===== src/rtl/key_debounce_pkg.sv =====
// Shared types and helpers for the key debouncer: FSM state encoding and
// the counter-width calculation used to size the qualification counter.
package key_debounce_pkg;

  typedef enum logic [1:0] {
    IDLE         = 2'd0,
    PRESS_WAIT   = 2'd1,
    PRESSED      = 2'd2,
    RELEASE_WAIT = 2'd3
  } key_state_t;

  // Width able to hold every value up to max(a, b) - 1; never narrower than 1 bit.
  function automatic int cnt_width(input int a, input int b);
    int m;
    m = (a > b) ? a : b;
    return (m < 2) ? 1 : $clog2(m);
  endfunction

endpackage


===== src/rtl/sync_2ff.sv =====
// Two-flop synchronizer for an asynchronous pad input; the reset value lets
// the chain come out of reset holding the pad's idle level.
module sync_2ff #(
  parameter logic RESET_VAL = 1'b0
) (
  input  logic clk,
  input  logic rst_n,
  input  logic d,
  output logic q
);

  logic meta_q;
  logic sync_q;

  always_ff @(posedge clk or negedge rst_n) begin
    if (!rst_n) begin
      meta_q <= RESET_VAL;
      sync_q <= RESET_VAL;
    end else begin
      meta_q <= d;
      sync_q <= meta_q;
    end
  end

  assign q = sync_q;

endmodule


===== src/rtl/key_debounce.sv =====
// Key/switch debouncer: synchronizes the pad, then qualifies each press and
// release over DEBOUNCE_CYCLES stable cycles. Optional long-press pulse is
// enabled by defining KEY_LONG_PRESS_EN.
module key_debounce
  import key_debounce_pkg::*;
#(
  parameter int DEBOUNCE_CYCLES = 1_000_000,
  parameter int ACTIVE_LOW      = 1,
  parameter int LONG_CYCLES     = 50_000_000
) (
  input  logic clk,
  input  logic rst_n,
  input  logic key_in,
  output logic key_level,
  output logic busy,
  output logic long_press
);

  localparam int            CW           = cnt_width(DEBOUNCE_CYCLES, LONG_CYCLES);
  localparam logic [CW-1:0] DEB_LAST     = CW'(DEBOUNCE_CYCLES - 1);
  localparam logic          PAD_RELEASED = (ACTIVE_LOW != 0);
`ifdef KEY_LONG_PRESS_EN
  localparam logic [CW-1:0] LONG_LAST    = CW'(LONG_CYCLES - 1);
`endif

  logic          key_sync;
  logic          samp;
  key_state_t    state_q, state_d;
  logic [CW-1:0] cnt_q, cnt_d;
  logic          level_q, level_d;
  logic          busy_q, busy_d;
`ifdef KEY_LONG_PRESS_EN
  logic          long_q, long_d;
  logic          long_done_q, long_done_d;
`endif

  sync_2ff #(
    .RESET_VAL(PAD_RELEASED)
  ) u_sync (
    .clk  (clk),
    .rst_n(rst_n),
    .d    (key_in),
    .q    (key_sync)
  );

  // Normalize so that 1 always means pressed.
  assign samp = key_sync ^ PAD_RELEASED;

  always_ff @(posedge clk or negedge rst_n) begin
    if (!rst_n) begin
      state_q     <= IDLE;
      cnt_q       <= '0;
      level_q     <= 1'b0;
      busy_q      <= 1'b0;
`ifdef KEY_LONG_PRESS_EN
      long_q      <= 1'b0;
      long_done_q <= 1'b0;
`endif
    end else begin
      state_q     <= state_d;
      cnt_q       <= cnt_d;
      level_q     <= level_d;
      busy_q      <= busy_d;
`ifdef KEY_LONG_PRESS_EN
      long_q      <= long_d;
      long_done_q <= long_done_d;
`endif
    end
  end

  always_comb begin
    state_d = state_q;
    cnt_d   = cnt_q;
    level_d = level_q;
`ifdef KEY_LONG_PRESS_EN
    long_d      = 1'b0;
    long_done_d = long_done_q;
`endif
    case (state_q)
      IDLE: begin
        if (samp) begin
          state_d = PRESS_WAIT;
          cnt_d   = '0;
        end
      end
      PRESS_WAIT: begin
        if (!samp) begin
          state_d = IDLE;
          cnt_d   = '0;
        end else if (cnt_q == DEB_LAST) begin
          state_d = PRESSED;
          level_d = 1'b1;
          cnt_d   = '0;
        end else begin
          cnt_d = cnt_q + 1'b1;
        end
      end
      PRESSED: begin
        if (!samp) begin
          state_d = RELEASE_WAIT;
          cnt_d   = '0;
`ifdef KEY_LONG_PRESS_EN
          long_done_d = 1'b0;
`endif
        end
`ifdef KEY_LONG_PRESS_EN
        // Counter saturates at the terminal value; the done flag keeps it to one pulse.
        else if (cnt_q != LONG_LAST) begin
          cnt_d = cnt_q + 1'b1;
        end else if (!long_done_q) begin
          long_d      = 1'b1;
          long_done_d = 1'b1;
        end
`endif
      end
      RELEASE_WAIT: begin
        if (samp) begin
          state_d = PRESSED;
          cnt_d   = '0;
        end else if (cnt_q == DEB_LAST) begin
          state_d = IDLE;
          level_d = 1'b0;
          cnt_d   = '0;
        end else begin
          cnt_d = cnt_q + 1'b1;
        end
      end
      default: begin
        state_d = IDLE;
        cnt_d   = '0;
        level_d = 1'b0;
      end
    endcase
    busy_d = (state_d == PRESS_WAIT) || (state_d == RELEASE_WAIT);
  end

  assign key_level = level_q;
  assign busy      = busy_q;
`ifdef KEY_LONG_PRESS_EN
  assign long_press = long_q;
`else
  assign long_press = 1'b0;
`endif

endmodule


===== config.mk =====
export PLATFORM = sky130hd
export DESIGN_NAME = key_debounce
export DESIGN_NICKNAME = d
export VERILOG_FILES = /design/src/rtl/key_debounce_pkg.sv /design/src/rtl/sync_2ff.sv /design/src/rtl/key_debounce.sv
export SDC_FILE = /design/constraint.sdc
export NUM_CORES = 1
export LEC_CHECK = 0
export CAP_MARGIN = 10
export CELL_PAD_IN_SITES_DETAIL_PLACEMENT = 2
export CELL_PAD_IN_SITES_GLOBAL_PLACEMENT = 2
export CORE_ASPECT_RATIO = 0.6
export CORE_MARGIN = 2
export CORE_UTILIZATION = 36
export CTS_BUF_LIST = sky130_fd_sc_hd__clkbuf_2 sky130_fd_sc_hd__clkbuf_4 sky130_fd_sc_hd__clkbuf_8
export CTS_CLUSTER_SIZE = 25
export DETAILED_ROUTE_END_ITERATION = 7
export GPL_TIMING_DRIVEN = 1
export PLACE_DENSITY_LB_ADDON = 0.1
export SLEW_MARGIN = 20
export SYNTH_ARGS = -nofsm -noshare
export SYNTH_HDL_FRONTEND = slang
export SYNTH_HIERARCHICAL = 1
export SYNTH_SLANG_ARGS = --single-unit
export TNS_END_PERCENT = 50

===== constraint.sdc =====
create_clock -name clk -period 2.1 [get_ports clk]
set_input_delay 0.21 -clock clk [delete_from_list [all_inputs] [get_ports clk]]
set_output_delay 0.21 -clock clk [all_outputs]
set_load 0.1 [all_outputs]

==> impl_metrics.ini, run 1 <==
[layout]
final_nets = 250
layout-area-overhead-vs-synth_pct = 41.9
utilization_pct = 53.7
drive_above_1_share_pct = 38.5
antennaDiodeCount = 0

[status]
violations = negative setup slack
status = finished with violations

[setup_path]
start_kind = flop
cp.arrival_ps = 2400
cpPeakStageDelay_ps = 530
slowest_stage = xnor2_1
crit_type = flop to flop
setup.worst_path.end_class = flop
path_cells = xnor2_1 -> nand2_2 -> a21oi_4 -> nand2_1 -> a31oi_1
crit_fanout = 10
cp.required_ps = 2290

[floorplanning]
pin_count = 6
die_w_um = 94.1
row_count = 19
die_y_um = 58.1
initial_core_util_pct = 37.8
die-area_um2 = 5470
core_area_um2 = 4640

[global_route]
grt_max_degree = 33
grt_pass1_wl_um = 11600
grt_pass1_vias = 2065
antenna_found_initial = 0
overflow = 0
track_usage_pct = 29.0

[drt]
antenna_left = 0
wl_per_cell_um = 28.1
postRouteWirelength_um = 8710
drt_iter0_markers = 156
drtPass1Iterations = 4
drc = 0
vias_per_cell = 6.35
vias = 1967

[logic_synthesis]
synth.cell_area_um2 = 1750
syn_avg_cell_area_um2 = 9.09
seq_area_frac_synth_pct = 45.8
ys_warn_count = 6
ys_types = 35
syn_inst = 193
synth-seq-cells = 32
syn_nets = 197
async_flop_share_pct = 100
synth-main-ff-cell = dfrtp_1
synth_enable_flop_cells = 0

[clock_tree]
hold_buffers = 0
cts_tree = done
clock_path_buffers = 2
cts_buffers = 5
clkTransAtPathRegs_ps = 70
insertion_delay_ps = 300
clkSinkCount = 32
clock-root-buffer = clkbuf_8
htree_levels = 2

[run]
drv_cap = 0

[place]
dp_hpwl_um = 4320
io_buffers = 4
gp_congestion = 0.812

[timing]
max_freq_mhz = 453
fin_ws_ps = -108
whs_ps = 309
tightest_slew_ps = 772
fin_crit_sh_pct = 105
setup_viol = 20
period_minus_slack_ps = 2210
fin_worst_skew_ps = 10.3
report.final.hold_viol_count = 0
slew_viol_final = 0
relSlewSlack_pct = 48.3
rsz0062_at_grt = yes

[pwr]
ir_drop_mv = 0.465
powerDensity_nw_per_um2 = 532
p_leak_uw = 0.00103
fin_total_pwr_uw = 1330

[hold_path]
worstHoldPathType = primary input to async pin
-- placed cells by master, fill, tap and decap left out, types with 2 or more instances in the layout --
cell             instances
a21oi_2                  6
or4b_4                   2
inv_1                    4
buf_6                    4
nand2_2                  4
o21ai_0                  7
nor3_1                   3
dfrtp_1                 30
or4_4                    2
nand2b_1                 5
nor4_4                   2
a21oi_4                  5
nand4_1                  8
a41oi_2                  5
clkbuf_8                 7
o21ai_1                  5
nand2_1                 21
a21oi_1                  9
a31oi_1                 22
dfstp_2                  2
and4_1                   3
and2_1                   2
nor4_1                   3
buf_4                   46
nor2_1                   7
nand3_1                  9
and3_1                   6
clkdlybuf4s50_1          2
-- repair_timing --
item | 4_1_cts | 5_1_grt
gates resized for setup | 4 | 31
buffers inserted | 4 | 11
pin swaps | 2 | 12
cloned | 2 | 1
setup endpoints to repair | 27 | 28
-- area by class of cell --
cell class / instances / area [um^2]
Fill cell: 478 / 2150
Multi-Input combinational cell: 149 / 1040
Sequential cell: 32 / 803
Timing Repair Buffer: 54 / 445
Clock buffer: 8 / 104
Tap cell: 63 / 78.8
Inverter: 4 / 15.0
-- cells in the mapped netlist (all sizes together), types with 2 or more instances --
master	number	area, um^2
a21oi	17	88.8
a31oi	23	144
a41oi	5	43.8
and2	2	12.5
and3	6	37.5
and4	3	26.3
buf	6	51.3
clkbuf	5	18.8
dfrtp	30	751
dfstp	2	52.6
inv	4	15.0
nand2	25	93.8
nand2b	5	31.3
nand3	10	50.1
nand4	8	50.1
nor2	8	30.0
nor3	4	20.0
nor4	5	61.3
o21ai	12	60.1
or4	2	15.0
or4b	2	27.5
-- power breakdown --
group | switching [uW] | internal [uW] | leakage, uW | total, uW
clock network | 245 | 312 | 0.0000549 | 557
registers | 6.56 | 625 | 0.000434 | 632
logic | 92.9 | 43.9 | 0.000538 | 137
total | 344 | 981 | 0.00103 | 1330
-- routing by layer --
| metal | track usage [%] | up-vias | share of wire, % |
|---|---|---|---|
| met4 | 10.6 | 0 | 1.4 |
| met2 | 46.0 | 76 | 46 |
| met3 | 5.59 | 10 | 6.4 |
| met5 | 0 | - | 0 |
| met1 | 40.0 | 1043 | 46 |
| li1 | - | 838 | - |
-- worst paths after layout --
check	start	endpoint	slack, ps	cells past startpoint
setup / recovery	state_q[1]$_DFF_PN0_	cnt_q[22]$_DFFE_PN0P_	-110	5
hold / removal	rst_n	cnt_q[7]$_DFFE_PN0P_	310	2
setup reg to reg	state_q[1]$_DFF_PN0_	cnt_q[22]$_DFFE_PN0P_	-110	5
hold reg to reg	u_sync/meta_q$_DFF_PN1_	u_sync/q$_DFF_PN1_	360	0
max in group asynchronous	rst_n	u_sync/q$_DFF_PN1_	1460	2
min in group clk	key_in	u_sync/meta_q$_DFF_PN1_	340	1
-- sequential cells by signal, indices dropped and copies added, names as in the netlist --
signal,count
busy,1
cnt_q,26
key_level,1
state_q,2
u_sync/meta_q,1
u_sync/q,1
-- metrics by stage --
| stage | std cells | TNS [ps] | instance area (um^2) | setup WS, ps |
|---|---|---|---|---|
| 2_1_floorplan | 193 | 0 | 1750 | 111 |
| 3_3_place_gp | 284 | -239 | 2070 | -60.9 |
| 3_5_place_dp | 284 | -2600 | 2070 | -257 |
| 4_1_cts | 298 | 0 | 2240 | 0.153 |
| 5_1_grt | 310 | -2770 | 2490 | -172 |
| 6_report | 310 | -843 | 2490 | -108 |
-- critical path: cells and delay by family (launching register included) --
kind	cells	cell delay [ps]
AO/OA/AOI/OAI	2	670
AND/OR/NAND/NOR	2	450
XOR/XNOR	1	530
flip-flops	1	440
-- kinds of logic (layout without fill, tap and decap cells) --
family | count (synthesis) | in the layout | share of synthesized area [%]
muxes | 1 | 1 | 0.642
xor gates and xnor gates | 1 | 1 | 0.499
buffers and inverters | 15 | 66 | 4.85
other | 1 | 1 | 0.214
and+or+nand+nor | 82 | 82 | 26.7
adders and majority gates | 1 | 1 | 0.713
DFF | 32 | 32 | 45.8
AOI/OAI and AO/OA | 60 | 63 | 20.6
Note: power is estimated with default switching activity, not from simulation.
==> inputs of run 2 (changes only) <==
--- a/config.mk
+++ b/config.mk
@@ -5,17 +5,16 @@
 export SDC_FILE = /design/constraint.sdc
 export NUM_CORES = 1
 export LEC_CHECK = 0
+export ABC_AREA = 1
 export CAP_MARGIN = 10
-export CELL_PAD_IN_SITES_DETAIL_PLACEMENT = 2
-export CELL_PAD_IN_SITES_GLOBAL_PLACEMENT = 2
 export CORE_ASPECT_RATIO = 0.6
 export CORE_MARGIN = 2
-export CORE_UTILIZATION = 36
+export CORE_UTILIZATION = 57
 export CTS_BUF_LIST = sky130_fd_sc_hd__clkbuf_2 sky130_fd_sc_hd__clkbuf_4 sky130_fd_sc_hd__clkbuf_8
 export CTS_CLUSTER_SIZE = 25
 export DETAILED_ROUTE_END_ITERATION = 7
 export GPL_TIMING_DRIVEN = 1
-export PLACE_DENSITY_LB_ADDON = 0.1
+export PLACE_DENSITY = 0.78
 export SLEW_MARGIN = 20
 export SYNTH_ARGS = -nofsm -noshare
 export SYNTH_HDL_FRONTEND = slang
==> run 2 against run 1 <==
The run now ends clean. Worst hold slack got worse by 6.4 ps. Fmax rose by 30%. Core utilization rose by 12 points. Sequential power barely moved. Critical path type unchanged. Critical endpoint is now cnt_q[19]$_DFFE_PN0P_. Wire length fell by 54%. Non-clock buffer count fell by 48. Final area fell by 14%. Synthesized cell count rose by 32%. Clock power fell by 3%. Final cell count fell by 0.32%.
==> impl_metrics.ini, run 2 <==
[drt]
drt_iter0_markers = 102
vias = 1587
drtPass1Iterations = 4
postRouteWirelength_um = 4000
wl_per_cell_um = 12.9
drc = 0
vias_per_cell = 5.14
antenna_left = 0

[floorplanning]
core_area_um2 = 3260
initial_core_util_pct = 59.9
row_count = 16
die_y_um = 49.4
die-area_um2 = 3930
pin_count = 6
die_w_um = 79.6

[layout]
utilization_pct = 65.5
antennaDiodeCount = 0
layout-area-overhead-vs-synth_pct = 9.34
nFillCells = 284
multiInputGateArea_um2 = 1000
top_regs = cnt_q: 26 flops, state_q: 2 flops
layout_commonest_cell = nand2_1
mostFrequentLayoutCells = nand2_1, dfrtp_1, inv_1, nor2_1, nand3_1
drive_above_1_share_pct = 17.0
final_nets = 267
regMostFlops = cnt_q
register_area_um2 = 803
largest_reg_flops = 26

[clock_tree]
ctsResizeCount = 0
clock-root-buffer = clkbuf_8
cts_tree = done
hold_buffers = 0
htree_levels = 2
cts_setup_buffers = 0
insertion_delay_ps = 290
clkTransAtPathRegs_ps = 70
clkSinkCount = 32
cts_buffers = 5
clock_path_buffers = 2

[logic_synthesis]
syn_nets = 258
synth-seq-cells = 32
synth_top_area_share_pct = 38.4
ys_top_cells_by_area = dfrtp_1, nand2_1, inv_1
syn_inst = 254
ys_warn_count = 6
synth_common_cells = nand2_1, dfrtp_1, inv_1, nor2_1, nand3_1
synth_top_cell_by_area = dfrtp_1
seq_area_frac_synth_pct = 41.1
syn_avg_cell_area_um2 = 7.70
synth.cell_area_um2 = 1960
synth-main-ff-cell = dfrtp_1
yosysMostFrequentCell = nand2_1
synth_enable_flop_cells = 0
async_flop_share_pct = 100
ys_types = 31

[setup_path]
crit_type = flop to flop
start_kind = flop
cp.required_ps = 2310
cpPeakStageDelay_ps = 410
crit_top_cell = nor2_4
crit_fanout = 16
slowest_stage = dfrtp_1
path_cells = ha_1 -> nand3_2 -> nor2_1 -> nand2_2 -> nor2_4 -> nor2_4 -> nand2_1 -> a21oi_1
crit_buf_inv = 0
cp_top_family = simple AND/OR/NAND/NOR gates
cp.arrival_ps = 1910
setup.worst_path.end_class = flop

[global_route]
grt_max_degree = 33
grt_pass1_wl_um = 7180
grt_pass1_vias = 1490
track_usage_pct = 24.7
antenna_found_initial = 0
overflow = 0

[timing]
fin_ws_ps = 401
setup_viol = 0
fin_crit_sh_pct = 80.9
rsz0062_at_grt = no
report.final.hold_viol_count = 0
whs_ps = 303
period_minus_slack_ps = 1700
slew_viol_final = 0
fin_worst_skew_ps = 7.97
final.setup.tns_ps = 0
max_freq_mhz = 589

[pwr]
p_int_uw = 952
p_sw_uw = 285
sw_frac_of_total_pct = 23.0
comb_power_share_pct = 5.6
ir_drop_mv = 0.436
powerDensity_nw_per_um2 = 579
seqPwrFrac_pct = 51.0
p_leak_uw = 0.000978
clkPwrFrac_pct = 43.5

[place]
io_buffers = 4
gp_congestion = 0.856
dp_hpwl_um = 2960
dp_slack_ps = 427

[run]
drv_cap = 0

[hold_path]
worstHoldPathType = primary input to async pin

[status]
status = finished clean
-- run 2: worst reg2reg max path: stages, from the launching register on --
cell and delay, ps:
dfrtp_1 410, ha_1 250, nand3_2 120, nor2_1 70, nand2_2 110, nor2_4 60, nor2_4 350, nand2_1 110
a21oi_1 150
-- run 2: metrics by stage --
| stage | total power (uW) | cell area, um^2 | instances |
|---|---|---|---|
| floorplan | 687 | 1960 | 254 |
| global placement | 711 | 2030 | 301 |
| detailed placement | 712 | 2030 | 301 |
| CTS | 1250 | 2140 | 309 |
| global route | 1280 | 2140 | 309 |
| finish | 1240 | 2140 | 309 |
-- run 2: logic make-up (layout without fill, tap and decap cells) --
| group | after synthesis | count (layout) | share of synthesized area [%] |
|---|---|---|---|
| and+or+nand+nor | 143 | 143 | 36.9 |
| buffers and inverters | 36 | 46 | 7.55 |
| DFF | 32 | 32 | 41.1 |
| AOI/OAI and AO/OA | 30 | 30 | 8.70 |
| xor gates and xnor gates | 11 | 11 | 4.93 |
| adders and majority gates | 1 | 1 | 0.640 |
| other | 1 | 1 | 0.192 |
-- run 2: worst paths after layout --
kind | start | end | slack [ps] | depth (start not counted)
worst max-delay path | cnt_q[0]$_DFFE_PN0P_ | cnt_q[19]$_DFFE_PN0P_ | 400 | 8
worst min-delay path | rst_n | cnt_q[3]$_DFFE_PN0P_ | 300 | 2
worst max register to register | cnt_q[0]$_DFFE_PN0P_ | cnt_q[19]$_DFFE_PN0P_ | 400 | 8
worst min register to register | u_sync/meta_q$_DFF_PN1_ | u_sync/q$_DFF_PN1_ | 360 | 0
max in group asynchronous | rst_n | u_sync/q$_DFF_PN1_ | 1450 | 2
min in group clk | key_in | u_sync/meta_q$_DFF_PN1_ | 350 | 1
-- run 2: metal layers --
| metal | wire, um | global-route usage, % | vias up |
|---|---|---|---|
| li1 | - | - | 829 |
| met1 | 2210 | 38.6 | 721 |
| met5 | 0 | 0 | - |
| met3 | 160 | 6.48 | 8 |
| met4 | 74 | 9.77 | 0 |
| met2 | 1560 | 31.8 | 29 |
-- run 2: final cells by class --
cell class | count | area share [%]
clock buffer | 8 | 4.86
inverter | 32 | 5.62
multi-input combinational | 186 | 47.0
sequential | 32 | 37.6
tap | 45 | 2.63
timing repair buffer | 6 | 2.34
-- run 2: power by group through the flow --
stage | registers, uW | clock network [uW] | logic (uW)
6_report | 631 | 538 | 68.9
5_1_grt | 632 | 572 | 77.7
4_1_cts | 630 | 549 | 70.9
2_1_floorplan | 648 | 0 | 38.5
3_5_place_dp | 642 | 0 | 70.7
3_3_place_gp | 642 | 0 | 69.8
==> inputs of run 3 (changes only) <==
==> constraint.sdc (replaced) <==
create_clock -name clk -period 1.5 [get_ports clk]
set_input_delay 0.15 -clock clk [delete_from_list [all_inputs] [get_ports clk]]
set_output_delay 0.15 -clock clk [all_outputs]
set_load 0.1 [all_outputs]
==> run 3 against run 2 <==
The run now ends with negative setup slack left. Critical path depth increased by 1. Clock-buffer cell count unchanged. First-iteration DRC count increased by 90%. Die area unchanged. Sequential share of layout area decreased by 6.8 points. Wire length increased by 43%. Largest power group unchanged. Highest routed layer unchanged.
==> impl_metrics.ini, run 3 (synthesized netlist as in run 2, its figures left out) <==
[status]
status = finished with violations
violations = negative setup slack

[clock_tree]
clkTransAtPathRegs_ps = 70
htree_levels = 2
clock_path_buffers = 2
cts_buffers = 5
hold_buffers = 0
insertion_delay_ps = 300
clock-root-buffer = clkbuf_8
clkSinkCount = 32
cts_tree = done

[floorplanning]
core_area_um2 = 3260
row_count = 16
die-area_um2 = 3930
die_w_um = 79.6
initial_core_util_pct = 59.9
pin_count = 6
die_y_um = 49.4

[place]
dp_hpwl_um = 3360
gp_congestion = 0.893
io_buffers = 4
dp.cells = 321
dp_slack_ps = -115

[drt]
wl_per_cell_um = 16.7
postRouteWirelength_um = 5720
vias = 1917
drc = 0
wl_met3_um = 453
drtPass1Iterations = 4
met2_length_um = 2700
vias_per_cell = 5.59
antenna_left = 0
top_layer = met4
met1_length_um = 2420
drt_iter0_markers = 194

[setup_path]
reg2reg_slack_ps = -50
crit_type = flop to flop
start_kind = flop
cp.required_ps = 1680
setup.worst_path.end_class = flop
crit_buf_inv = 1
cp.arrival_ps = 1730
cpPeakStageDelay_ps = 410
cp_top_family = simple AND/OR/NAND/NOR gates
crit_top_cell = nor2_4
slowest_stage = dfrtp_1
path_cells = ha_4 -> nand3_4 -> nor2_4 -> nand2_4 -> nor2_4 -> nor2_4 -> clkbuf_16 -> nand3_2 -> nand2_1
crit_fanout = 7

[layout]
drive_above_1_share_pct = 39.3
largest_reg_flops = 26
layout_commonest_cell = nand2_1
top_regs = cnt_q: 26 flops, state_q: 2 flops
regMostFlops = cnt_q
mostFrequentLayoutCells = nand2_1, buf_4, inv_1, dfrtp_1, nand2_2
antennaDiodeCount = 0
multiInputGateArea_um2 = 1170
register_area_um2 = 811
final_nets = 301
nFillCells = 196
utilization_pct = 80.7
final_cells = 343
layout-area-overhead-vs-synth_pct = 34.7

[global_route]
grt_pass1_wl_um = 8130
overflow = 0
grt_max_degree = 33
grt_pass1_vias = 1680
antenna_found_initial = 0
track_usage_pct = 28.5

[timing]
fin_worst_skew_ps = 5.77
fin_crit_sh_pct = 103
period_minus_slack_ps = 1550
setup_viol = 15
slew_viol_final = 0
rsz0062_at_grt = yes
fin_ws_ps = -49.7
whs_ps = 215
max_freq_mhz = 645
report.final.hold_viol_count = 0
final.setup.tns_ps = -279

[pwr]
ir_drop_mv = 0.512
p_int_uw = 1350
p_leak_uw = 0.00126
p_sw_uw = 446
clkPwrFrac_pct = 41.4
sw_frac_of_total_pct = 24.9
seqPwrFrac_pct = 49.4
powerDensity_nw_per_um2 = 681
comb_power_share_pct = 9.2

[hold_path]
worstHoldPathType = primary input to async pin

[run]
drv_cap = 0
run 3: cell count changes in the layout (fill, tap and decap cells not counted), sizes merged:
cell / change
buf: +33
clkbuf: +1
run 3: stage by stage:
stage / total power (uW) / instance area [um^2]
after floorplan: 961 / 1960
after global placement: 1020 / 2220
after detailed placement: 1020 / 2220
after CTS: 1760 / 2360
after global routing: 1850 / 2630
final: 1790 / 2630
run 3: cell type report:
type                    instances  share of cell area, %
well taps                      45                   2.14
clock buffers                   8                   3.71
multi-input cells             186                   44.3
flip-flops and latches         32                   30.8
repair buffers                 40                   14.4
inverters                      32                   4.66
run 3: worst paths after layout:
kind,start,to,cells past startpoint
max,cnt_q[1]$_DFFE_PN0P_,cnt_q[22]$_DFFE_PN0P_,9
min,rst_n,cnt_q[18]$_DFFE_PN0P_,2
max reg2reg,cnt_q[1]$_DFFE_PN0P_,cnt_q[22]$_DFFE_PN0P_,9
min reg2reg,u_sync/meta_q$_DFF_PN1_,u_sync/q$_DFF_PN1_,0
max in group asynchronous,rst_n,u_sync/q$_DFF_PN1_,2
min in group clk,key_in,u_sync/meta_q$_DFF_PN1_,1
run 3: power groups by stage:
stage / clock network (uW) / registers, uW / logic, uW
after floorplan: 0 / 907 / 53.9
after global routing: 789 / 886 / 174
after detailed placement: 0 / 898 / 124
final: 743 / 886 / 165
after global placement: 0 / 898 / 122
after CTS: 743 / 883 / 134
run 3: worst reg2reg max path, stage by stage, from the launching register on:
cell and delay [ps]:
dfrtp_1 410, ha_4 170, nand3_4 100, nor2_4 130, nand2_4 70, nor2_4 170
nor2_4 70, clkbuf_16 170, nand3_2 60, nand2_1 70
run 3: routing by layer:
layer | track usage (%) | vias to the layer above
li1 | - | 896
met1 | 39.5 | 927
met2 | 40.3 | 81
met3 | 10.6 | 13
met4 | 10.9 | 0
met5 | 0 | -
run 3: what timing repair did:
item                       4_1_cts  5_1_grt
gates cloned                     0        1
setup endpoints to repair       27       30
resized for setup                4       51
pin swaps                        1       22
buffers inserted                 2       11
